<file path="config.mk">
export PLATFORM = sky130hd
export DESIGN_NAME = lcd_rect_fill_flat
export DESIGN_NICKNAME = d
export VERILOG_FILES = /design/src/rtl/lcd_cmd_pkg.sv /design/src/rtl/lcd_rect_fill_if.sv /design/src/rtl/lcd_byte_tx.sv /design/src/rtl/lcd_rect_fill.sv /design/src/flat_wrapper.sv
export SDC_FILE = /design/constraint.sdc
export NUM_CORES = 1
export LEC_CHECK = 0
export BUFFER_PORTS_ARGS = -buffer_cell sky130_fd_sc_hd__buf_2
export CORE_UTILIZATION = 60
export CTS_CLUSTER_DIAMETER = 60
export DETAILED_ROUTE_END_ITERATION = 8
export MAX_ROUTING_LAYER = met4
export PLACE_DENSITY_LB_ADDON = 0.05
export RECOVER_POWER = 100
export SLEW_MARGIN = 20
export SYNTH_ARGS = -nofsm -noshare
export SYNTH_HDL_FRONTEND = slang
export SYNTH_SLANG_ARGS = --single-unit
</file>
<file path="constraint.sdc">
create_clock -name CLK_100MHz -period 20.5 [get_ports CLK_100MHz]
set_input_delay 3.075 -clock CLK_100MHz [delete_from_list [all_inputs] [get_ports CLK_100MHz]]
set_output_delay 3.075 -clock CLK_100MHz [all_outputs]
set_load 0.01 [all_outputs]
</file>
<file path="src/rtl/lcd_cmd_pkg.sv">
// ILI9341 opcodes, default panel geometry and fill-engine state encoding
// shared by the rectangle fill engine and its byte transmitter.
package lcd_cmd_pkg;

   localparam logic [7:0] CMD_CASET = 8'h2A;
   localparam logic [7:0] CMD_PASET = 8'h2B;
   localparam logic [7:0] CMD_RAMWR = 8'h2C;

   localparam int unsigned LCD_WIDTH  = 240;
   localparam int unsigned LCD_HEIGHT = 320;

   localparam logic [3:0] ST_IDLE    = 4'd0;
   localparam logic [3:0] ST_CASET_C = 4'd1;
   localparam logic [3:0] ST_CASET_D = 4'd2;
   localparam logic [3:0] ST_PASET_C = 4'd3;
   localparam logic [3:0] ST_PASET_D = 4'd4;
   localparam logic [3:0] ST_RAMWR_C = 4'd5;
   localparam logic [3:0] ST_PIX_HI  = 4'd6;
   localparam logic [3:0] ST_PIX_LO  = 4'd7;
   localparam logic [3:0] ST_FINISH  = 4'd8;

   // Coordinates go out zero-extended to 16 bits, high byte first.
   function automatic logic [7:0] coord_byte(input logic [8:0] c, input logic lo);
      return lo ? c[7:0] : {7'b0, c[8]};
   endfunction

endpackage

</file>
<file path="src/rtl/lcd_rect_fill_if.sv">
// Byte-level link between the fill engine (master) and the LCD byte controller (slave).
interface lcd_rect_fill_if;

   logic       LCD_LOAD;
   logic       LCD_IS_CMD;
   logic [7:0] LCD_DATA;
   logic       LCD_BUSY;
   logic       LCD_READY;

   modport master (output LCD_LOAD, LCD_IS_CMD, LCD_DATA, input LCD_BUSY, LCD_READY);
   modport slave  (input LCD_LOAD, LCD_IS_CMD, LCD_DATA, output LCD_BUSY, LCD_READY);

endinterface

</file>
<file path="src/rtl/lcd_byte_tx.sv">
// One-byte LOAD/BUSY handshake towards the LCD controller: hold the byte until
// BUSY is seen, then wait for BUSY to drop before another byte can be taken.
module lcd_byte_tx
   import lcd_cmd_pkg::*;
(
   input  logic            clk,
   input  logic            rst,
   input  logic            send_i,
   input  logic            is_cmd_i,
   input  logic [7:0]      data_i,
   output logic            accepted_o,
   output logic            idle_o,
   lcd_rect_fill_if.master lcd
);

   logic       load_q, load_d;
   logic       cmd_q, cmd_d;
   logic [7:0] data_q, data_d;

   always_comb begin
      load_d = load_q;
      cmd_d  = cmd_q;
      data_d = data_q;
      if (load_q) begin
         if (lcd.LCD_BUSY) load_d = 1'b0;
      end else if (send_i && !lcd.LCD_BUSY) begin
         load_d = 1'b1;
         cmd_d  = is_cmd_i;
         data_d = data_i;
      end
   end

   always_ff @(posedge clk) begin
      if (rst) begin
         load_q <= 1'b0;
         cmd_q  <= 1'b0;
         data_q <= '0;
      end else begin
         load_q <= load_d;
         cmd_q  <= cmd_d;
         data_q <= data_d;
      end
   end

   assign accepted_o     = load_q & lcd.LCD_BUSY;
   assign idle_o         = !load_q && !lcd.LCD_BUSY;
   assign lcd.LCD_LOAD   = load_q;
   assign lcd.LCD_IS_CMD = cmd_q;
   assign lcd.LCD_DATA   = data_q;

endmodule

</file>
<file path="src/rtl/lcd_rect_fill.sv">
// Solid-colour rectangle fill: CASET, PASET, RAMWR, then N RGB565 pixels.
// Define LCD_RECT_FILL_CLIP_EN to clamp X1/Y1 to the panel and reject off-panel X0/Y0.
module lcd_rect_fill
   import lcd_cmd_pkg::*;
#(
   parameter int unsigned WIDTH  = LCD_WIDTH,
   parameter int unsigned HEIGHT = LCD_HEIGHT
) (
   input  logic            CLK_100MHz,
   input  logic            RESET,
   input  logic            START,
   input  logic [8:0]      X0,
   input  logic [8:0]      X1,
   input  logic [8:0]      Y0,
   input  logic [8:0]      Y1,
   input  logic [15:0]     COLOR,
   output logic            BUSY,
   output logic            DONE,
   output logic            ERR,
   lcd_rect_fill_if.master lcd
);

   localparam int unsigned PIX_W = $clog2(WIDTH * HEIGHT + 1);

   logic [3:0]       state_q, state_d;
   logic [1:0]       idx_q, idx_d;
   logic [8:0]       x0_q, x0_d, x1_q, x1_d, y0_q, y0_d, y1_q, y1_d;
   logic [15:0]      color_q, color_d;
   logic [PIX_W-1:0] cnt_q, cnt_d;
   logic             busy_q, busy_d, done_q, done_d, err_q, err_d;

   logic [8:0] x1_c, y1_c;
   logic [9:0] w, h;
   logic       reject;
   logic       tx_send, tx_is_cmd, tx_accepted, tx_idle;
   logic [7:0] tx_data;

`ifdef LCD_RECT_FILL_CLIP_EN
   localparam logic [8:0] X_MAX = 9'(WIDTH - 1);
   localparam logic [8:0] Y_MAX = 9'(HEIGHT - 1);

   always_comb begin
      x1_c   = (X1 > X_MAX) ? X_MAX : X1;
      y1_c   = (Y1 > Y_MAX) ? Y_MAX : Y1;
      reject = (X0 > X_MAX) || (Y0 > Y_MAX) || (X0 > x1_c) || (Y0 > y1_c);
   end
`else
   always_comb begin
      x1_c   = X1;
      y1_c   = Y1;
      reject = (X0 > X1) || (Y0 > Y1);
   end
`endif

   assign w = {1'b0, x1_c} - {1'b0, X0} + 10'd1;
   assign h = {1'b0, y1_c} - {1'b0, Y0} + 10'd1;

   always_comb begin
      tx_is_cmd = 1'b0;
      tx_data   = '0;
      case (state_q)
         ST_CASET_C: begin tx_is_cmd = 1'b1; tx_data = CMD_CASET; end
         ST_CASET_D: tx_data = coord_byte(idx_q[1] ? x1_q : x0_q, idx_q[0]);
         ST_PASET_C: begin tx_is_cmd = 1'b1; tx_data = CMD_PASET; end
         ST_PASET_D: tx_data = coord_byte(idx_q[1] ? y1_q : y0_q, idx_q[0]);
         ST_RAMWR_C: begin tx_is_cmd = 1'b1; tx_data = CMD_RAMWR; end
         ST_PIX_HI:  tx_data = color_q[15:8];
         ST_PIX_LO:  tx_data = color_q[7:0];
         default:    tx_data = '0;
      endcase
   end

   assign tx_send = (state_q != ST_IDLE) && (state_q != ST_FINISH) && tx_idle;

   always_comb begin
      state_d = state_q;
      idx_d   = idx_q;
      x0_d    = x0_q;
      x1_d    = x1_q;
      y0_d    = y0_q;
      y1_d    = y1_q;
      color_d = color_q;
      cnt_d   = cnt_q;
      busy_d  = busy_q;
      done_d  = 1'b0;
      err_d   = 1'b0;
      case (state_q)
         ST_IDLE: if (START && lcd.LCD_READY) begin
            if (reject) begin
               err_d = 1'b1;
            end else begin
               x0_d    = X0;
               x1_d    = x1_c;
               y0_d    = Y0;
               y1_d    = y1_c;
               color_d = COLOR;
               cnt_d   = PIX_W'(w) * PIX_W'(h);
               busy_d  = 1'b1;
               state_d = ST_CASET_C;
            end
         end
         ST_CASET_C: if (tx_accepted) begin idx_d = '0; state_d = ST_CASET_D; end
         ST_CASET_D: if (tx_accepted) begin
            idx_d = idx_q + 2'd1;
            if (idx_q == 2'd3) state_d = ST_PASET_C;
         end
         ST_PASET_C: if (tx_accepted) begin idx_d = '0; state_d = ST_PASET_D; end
         ST_PASET_D: if (tx_accepted) begin
            idx_d = idx_q + 2'd1;
            if (idx_q == 2'd3) state_d = ST_RAMWR_C;
         end
         ST_RAMWR_C: if (tx_accepted) state_d = ST_PIX_HI;
         ST_PIX_HI:  if (tx_accepted) state_d = ST_PIX_LO;
         ST_PIX_LO:  if (tx_accepted) begin
            cnt_d   = cnt_q - PIX_W'(1);
            state_d = (cnt_q == PIX_W'(1)) ? ST_FINISH : ST_PIX_HI;
         end
         ST_FINISH: if (tx_idle) begin
            done_d  = 1'b1;
            busy_d  = 1'b0;
            state_d = ST_IDLE;
         end
         default: state_d = ST_IDLE;
      endcase
   end

   always_ff @(posedge CLK_100MHz) begin
      if (RESET) begin
         state_q <= ST_IDLE;
         idx_q   <= '0;
         x0_q    <= '0;
         x1_q    <= '0;
         y0_q    <= '0;
         y1_q    <= '0;
         color_q <= '0;
         cnt_q   <= '0;
         busy_q  <= 1'b0;
         done_q  <= 1'b0;
         err_q   <= 1'b0;
      end else begin
         state_q <= state_d;
         idx_q   <= idx_d;
         x0_q    <= x0_d;
         x1_q    <= x1_d;
         y0_q    <= y0_d;
         y1_q    <= y1_d;
         color_q <= color_d;
         cnt_q   <= cnt_d;
         busy_q  <= busy_d;
         done_q  <= done_d;
         err_q   <= err_d;
      end
   end

   assign BUSY = busy_q;
   assign DONE = done_q;
   assign ERR  = err_q;

   lcd_byte_tx u_tx (
      .clk        (CLK_100MHz),
      .rst        (RESET),
      .send_i     (tx_send),
      .is_cmd_i   (tx_is_cmd),
      .data_i     (tx_data),
      .accepted_o (tx_accepted),
      .idle_o     (tx_idle),
      .lcd        (lcd)
   );

endmodule

</file>
<file path="src/flat_wrapper.sv">
// flat-port wrapper written by rule: the top's interface ports become plain ports
module lcd_rect_fill_flat import lcd_cmd_pkg::*;
#(
   parameter int unsigned WIDTH  = LCD_WIDTH,
   parameter int unsigned HEIGHT = LCD_HEIGHT
)
  (CLK_100MHz, RESET, START, X0, X1, Y0, Y1, COLOR, BUSY, DONE, ERR, lcd_LCD_LOAD, lcd_LCD_IS_CMD, lcd_LCD_DATA, lcd_LCD_BUSY, lcd_LCD_READY);
  lcd_rect_fill_if lcd_i ();
  input  logic CLK_100MHz;
  input  logic RESET;
  input  logic START;
  input  logic [8:0] X0;
  input  logic [8:0] X1;
  input  logic [8:0] Y0;
  input  logic [8:0] Y1;
  input  logic [15:0] COLOR;
  output logic BUSY;
  output logic DONE;
  output logic ERR;
  output wire logic [$bits(lcd_i.LCD_LOAD)-1:0] lcd_LCD_LOAD;
  output wire logic [$bits(lcd_i.LCD_IS_CMD)-1:0] lcd_LCD_IS_CMD;
  output wire logic [$bits(lcd_i.LCD_DATA)-1:0] lcd_LCD_DATA;
  input wire logic [$bits(lcd_i.LCD_BUSY)-1:0] lcd_LCD_BUSY;
  input wire logic [$bits(lcd_i.LCD_READY)-1:0] lcd_LCD_READY;
  assign lcd_LCD_LOAD = lcd_i.LCD_LOAD;
  assign lcd_LCD_IS_CMD = lcd_i.LCD_IS_CMD;
  assign lcd_LCD_DATA = lcd_i.LCD_DATA;
  assign lcd_i.LCD_BUSY = lcd_LCD_BUSY;
  assign lcd_i.LCD_READY = lcd_LCD_READY;
  lcd_rect_fill #(.WIDTH(WIDTH), .HEIGHT(HEIGHT)) u_core (.CLK_100MHz(CLK_100MHz), .RESET(RESET), .START(START), .X0(X0), .X1(X1), .Y0(Y0), .Y1(Y1), .COLOR(COLOR), .BUSY(BUSY), .DONE(DONE), .ERR(ERR), .lcd(lcd_i));
endmodule
</file>
# Word level (Yosys, flattened, before mapping)
# Cells that the tools add are included.
# totals
out_inout_bits	13
regBits	88
in_bits	57
elab_cells	114
# op_classes
reduce_logical	24
eq_ne	25
muxes	36
n_bitwise	6
n_mul	1
order_cmp	2
addsub	6
# op_table
operator	count
case mux 8 bit (7 select lines)	1
2-to-1 mux 4 bit	13
2-to-1 mux 17 bit	3
case mux 4 bit (9 select lines)	1
case mux 17 bit (2 select lines)	1
inequality test 2 x 1 -> 1 bit, second input constant	13
adder 10 x 1 -> 10 bit, second input constant	2
subtractor 9 x 9 -> 10 bit	2
greater-than comparator 9 bit	2
2-to-1 mux 9 bit	2
== test 17 x 1 -> 1 bit, second input constant	1
multiplier 10 x 10 -> 17 bit	1
subtractor 17 x 1 -> 17 bit, second input constant	1
== test 4 x 3 -> 1 bit, second input constant	4
2-to-1 mux 8 bit	2
AND reduction 12 bit	1
2-to-1 mux 1 bit	9
== test 4 x 2 -> 1 bit, second input constant	2
AND reduction 4 bit	2
AND reduction 3 bit	2
nonzero test 2 bit	3
OR reduction 2 bit	3
OR reduction 3 bit	2
logical AND 1 bit	5
other kinds (16)	22

# Depth between registers and ports, before layout
# depth
word_depth	6
mapped_depth	32
depth_no_buf	31

# Modules after synthesis
# From an unflattened synthesis, not the netlist that was laid out.
# hier_totals
cells_unflattened	1034
area_unflattened_um2	8747.1
# by_module_without_submodules
mod	cells_each	seq_area_each_um2	area_each_um2	n_inst
lcd_rect_fill	989	1561.5	8284.2	1
lcd_byte_tx	45	200.2	462.9	1

# Least setup slack after synthesis
# No wires, ideal clock.
# synth_timing
kind	input to register
start	input port Y1[1]
end	register u_core.cnt_q[16]
setup_ps	69
slack_ps	11026
t_arrival_ps	9405
path_buffers	0
required_ps	20431
path_stages	28
path_cell_list	inv_1 > ha_1 > inv_1 > ha_1 > inv_1 > fa_1 > xnor2_1 > xnor2_1 > nand2_1 > fa_1 > inv_1 > fa_1 > inv_1 > fa_1 > inv_1 > fa_1 > inv_1 > fa_1 > inv_1 > ha_1 > or3_1 > a21oi_1 > o21ai_1 > o41ai_1 > o21ai_0 > a2111oi_2 > mux2i_1 > o21ai_1
# synth_between
elab_chain_cells	6
word_cells_on_any_way	10
classes_between	add/sub (2); mul (1); order compare (1); eq/ne (1); mux (3); reduce/logical (2)
# synth_rtl
item	line	source
start, declared	flat_wrapper.sv:15	input logic [8:0] Y1;
subtractor 9 x 9 -> 10 bit	lcd_rect_fill.sv:56	assign h = {1'b0, y1_c} - {1'b0, Y0} + 10'd1;
adder 10 x 1 -> 10 bit	lcd_rect_fill.sv:56	
multiplier 10 x 10 -> 17 bit	lcd_rect_fill.sv:97	cnt_d = PIX_W'(w) * PIX_W'(h);
2-to-1 mux 17 bit	lcd_rect_fill.sv:89	if (reject) begin
2-to-1 mux 17 bit	lcd_rect_fill.sv:88	ST_IDLE: if (START && lcd.LCD_READY) begin
case mux 17 bit (2 select lines)	lcd_rect_fill.sv:87	case (state_q)
end signal, assigned	lcd_rect_fill.sv:148	cnt_q <= cnt_d;
end, declared	lcd_rect_fill.sv:29	logic [PIX_W-1:0] cnt_q, cnt_d;
# Several ways; a longest one is shown, not always the timed one. The select of a mux whose other input is x is not followed.
# A chain may end at the register's enable or synchronous reset.

# Worst setup path in the final report
# Same ends and word-level chain as after synthesis.

==> results.yml <==
sta:
  fmax_mhz: 102
  period_minus_slack_ns: 9.84
  setup-tns-final_ns: 0
  rsz0062_at_grt: "false"
  worst_pin_slew_ns: 4.16
  hold_viol: 0
  fin_crit_sh_pct: 48.0
  skew_ns: 0.00790
  setup_viol: 0
  slew_viol_final: 91
  max-slew-margin-rel_pct: -177
setup_path:
  r2r_slack_ns: 17.02
  cpPeakStageDelay_ns: 0.60
  crit_top_cell: "inv_1"
  crit_path_end_kind: "flip-flop"
  critical_path_class: "input pin to flip-flop"
  start_kind: "input pin"
  worstPathArrival_ns: 9.91
  worstPathRequired_ns: 20.57
  cpMaxStageDelayCell: "xnor2_1"
  reg2reg_depth: 5
  worst-path-max-fanout: 10
routing:
  routed-via-count: 7354
  drcViolationCount: 0
  routed_wl_mm: 20.4
  dr.pass1.iters: 7
  top_layer_used: "met4"
  wl_per_cell_um: 15.8
  met2_length_mm: 9.63
  via_per_inst: 5.68
  wl_met3_mm: 1.07
  ant_nets: 0
  drt_iter0_markers: 445
  wirelength_met1_mm: 9.23
yosys:
  yosysSeqAreaShare_pct: 20.8
  synth-edff-count: 0
  avgSynthCellArea_um2: 7.94
  yosys-top-cells-area: "dfxtp_1 (21%), fa_1 (15%), ha_1 (13%)"
  yosys.area.top_type: "dfxtp_1"
  syn_nets: 1280
  yosys_warnings: 0
  synth_area_um2: 8480
  synthCells: 1068
  synth_top_area_share_pct: 20.8
  synth_cell_type_count: 67
  ys_ff_latch: 88
  async_flop_share_pct: 0
  synth_ff_type: "dfxtp_1"
global_routing:
  grt_max_degree: 91
  antenna_found_initial: 0
  grt_pass1_wl_mm: 33.7
  grt_use_total_pct: 30.3
  grt_overflow: 0
  grt_pass1_vias: 7161
clock_network:
  post_cts_buffers: 0
  cts_buffer_depth: 2
  cts_made_buffers: 9
  tritoncts: "yes"
  cts-root-buf: "clkbuf_16"
  hold_buffers: 0
  insertion_delay_ns: 0.36
  clock-sinks: 88
  htree_levels: 3
  ctsResizeCount: 0
  clk_pin_slew_ns: 0.07
final_layout:
  nets: 1322
  drive_gt1_share_pct: 8.61
  seq_area_um2: 1760
  multi_input_area_um2: 6050
  diodes: 0
  syn2layout_area_growth_pct: 8.32
  n_fill_cell: 1235
min_path:
  hold_class: "flip-flop to flip-flop"
  holdPathStages: 2
floorplanning:
  core_um2: 13800
  initial_utilization_pct: 61.3
  die_area_um2: 14600
  die_x_um: 121
  top_level_ports: 70
  rows: 43
  dieHeight_um: 121
placement:
  place.gp.congestion: 0.923
  portBuffers: 69
  dp_hpwl_mm: 15.8
run:
  max_cap_violations: 1
outcome:
  status: "finished with violations"
  violations: "max-capacitance violations, max-slew violations"
-- Yosys cell counts (3+ instances only) --
library cell and instances:
o21bai_1 5, nand2_1 167, and3_1 7, a21oi_1 98, xor2_1 13, nand2b_1 17, clkbuf_1 33, and3b_1 3
or2_2 5, nor3_1 30, ha_1 91, a211o_1 3, o21ai_1 11, a31oi_1 5, a32oi_1 3, dfxtp_1 88
fa_1 64, a22oi_1 4, or3_1 6, nor4_1 3, and2_1 9, a21o_1 6, a211oi_1 9, o21ai_0 34
nand4_1 8, nor2b_1 3, mux2i_1 20, o22ai_1 9, nand3_1 11, nor2_1 100, buf_2 6, inv_1 131
xnor2_1 22
-- per-layer routing --
| metal | global-route usage [%] | vias up |
|---|---|---|
| met2 | 49.3 | 215 |
| li1 | - | 3622 |
| met4 | 9.65 | 0 |
| met1 | 38.7 | 3484 |
| met5 | - | - |
| met3 | 5.08 | 33 |
-- through the flow --
step | cells | hold WS, ns | setup WS [ns] | util [%] | instance area (um^2)
floorplan | 1068 | 0.428 | 11.03 | - | 8480
global placement | 1279 | 0.437 | 10.58 | 64.4 | 8910
detailed placement | 1279 | 0.444 | 10.42 | 64.4 | 8910
CTS | 1295 | 0.452 | 10.78 | 66.6 | 9210
global route | 1295 | 0.467 | 10.01 | 66.4 | 9190
finish | 1295 | 0.450 | 10.66 | 66.4 | 9190
-- worst max-delay path, delay by kind of cell --
| family | cells | cell delay [ns] |
|---|---|---|
| mux | 1 | 0.10 |
| buf+inv | 9 | 0.51 |
| compound gates | 6 | 1.24 |
| xor+xnor | 2 | 0.76 |
| simple gates | 2 | 0.56 |
| fa+ha+maj | 9 | 3.68 |
-- logic make-up (layout without fill, tap and decap cells) --
logic type / Yosys count / after routing / synth area share [%]
and+or+nand+nor: 379 / 379 / 19.9
adders and majority gates: 155 / 155 / 28.5
DFF: 88 / 88 / 20.8
AOI/OAI and AO/OA: 210 / 210 / 15.2
buffers and inverters: 174 / 221 / 8.01
xor gates and xnor gates: 39 / 39 / 4.59
muxes: 23 / 23 / 3.02
-- state kept, by name (all words and copies together), names as in the netlist, 2 cells and up --
name,cells
u_core.u_tx.lcd.LCD_DATA,8
u_core.idx_q,2
u_core.cnt_q,17
u_core.y1_q,9
u_core.y0_q,9
u_core.state_q,4
u_core.x0_q,9
u_core.x1_q,9
u_core.color_q,16
-- path summary, 6_finish.rpt --
check,from,endpoint
hold / removal,u_core.y0_q[7],u_core.y0_q[7]
hold reg to reg,u_core.y0_q[7],u_core.y0_q[7]
setup / recovery,Y1[1],u_core.cnt_q[16]
setup reg to reg,u_core.state_q[0],u_core.cnt_q[1]
-- cell type report --
cell class                      count  area share (%)
Clock inverter                      7           0.804
Multi-Input combinational cell    806            65.8
Clock buffer                        9            2.45
Inverter                          131            5.35
Tap cell                          180            2.45
Timing Repair Buffer               74            3.94
Sequential cell                    88            19.2
-- layout by cell type (no fill, tap or decap), types with 11 or more instances in the layout --
cell / synthesis / routed
nand2b_1: 17 / 17
xor2_1: 13 / 13
o21ai_0: 34 / 40
buf_2: 6 / 55
mux2i_1: 20 / 20
nand3_1: 11 / 11
nand2_1: 167 / 167
dfxtp_1: 88 / 88
a21oi_1: 98 / 98
fa_1: 64 / 64
ha_1: 91 / 91
xnor2_1: 22 / 22
inv_1: 131 / 131
nor2_1: 100 / 100
clkbuf_1: 33 / 15
nor3_1: 30 / 30
Power is not shown: default switching activity piles up to over one toggle a cycle in this logic, so the estimate is an artifact.
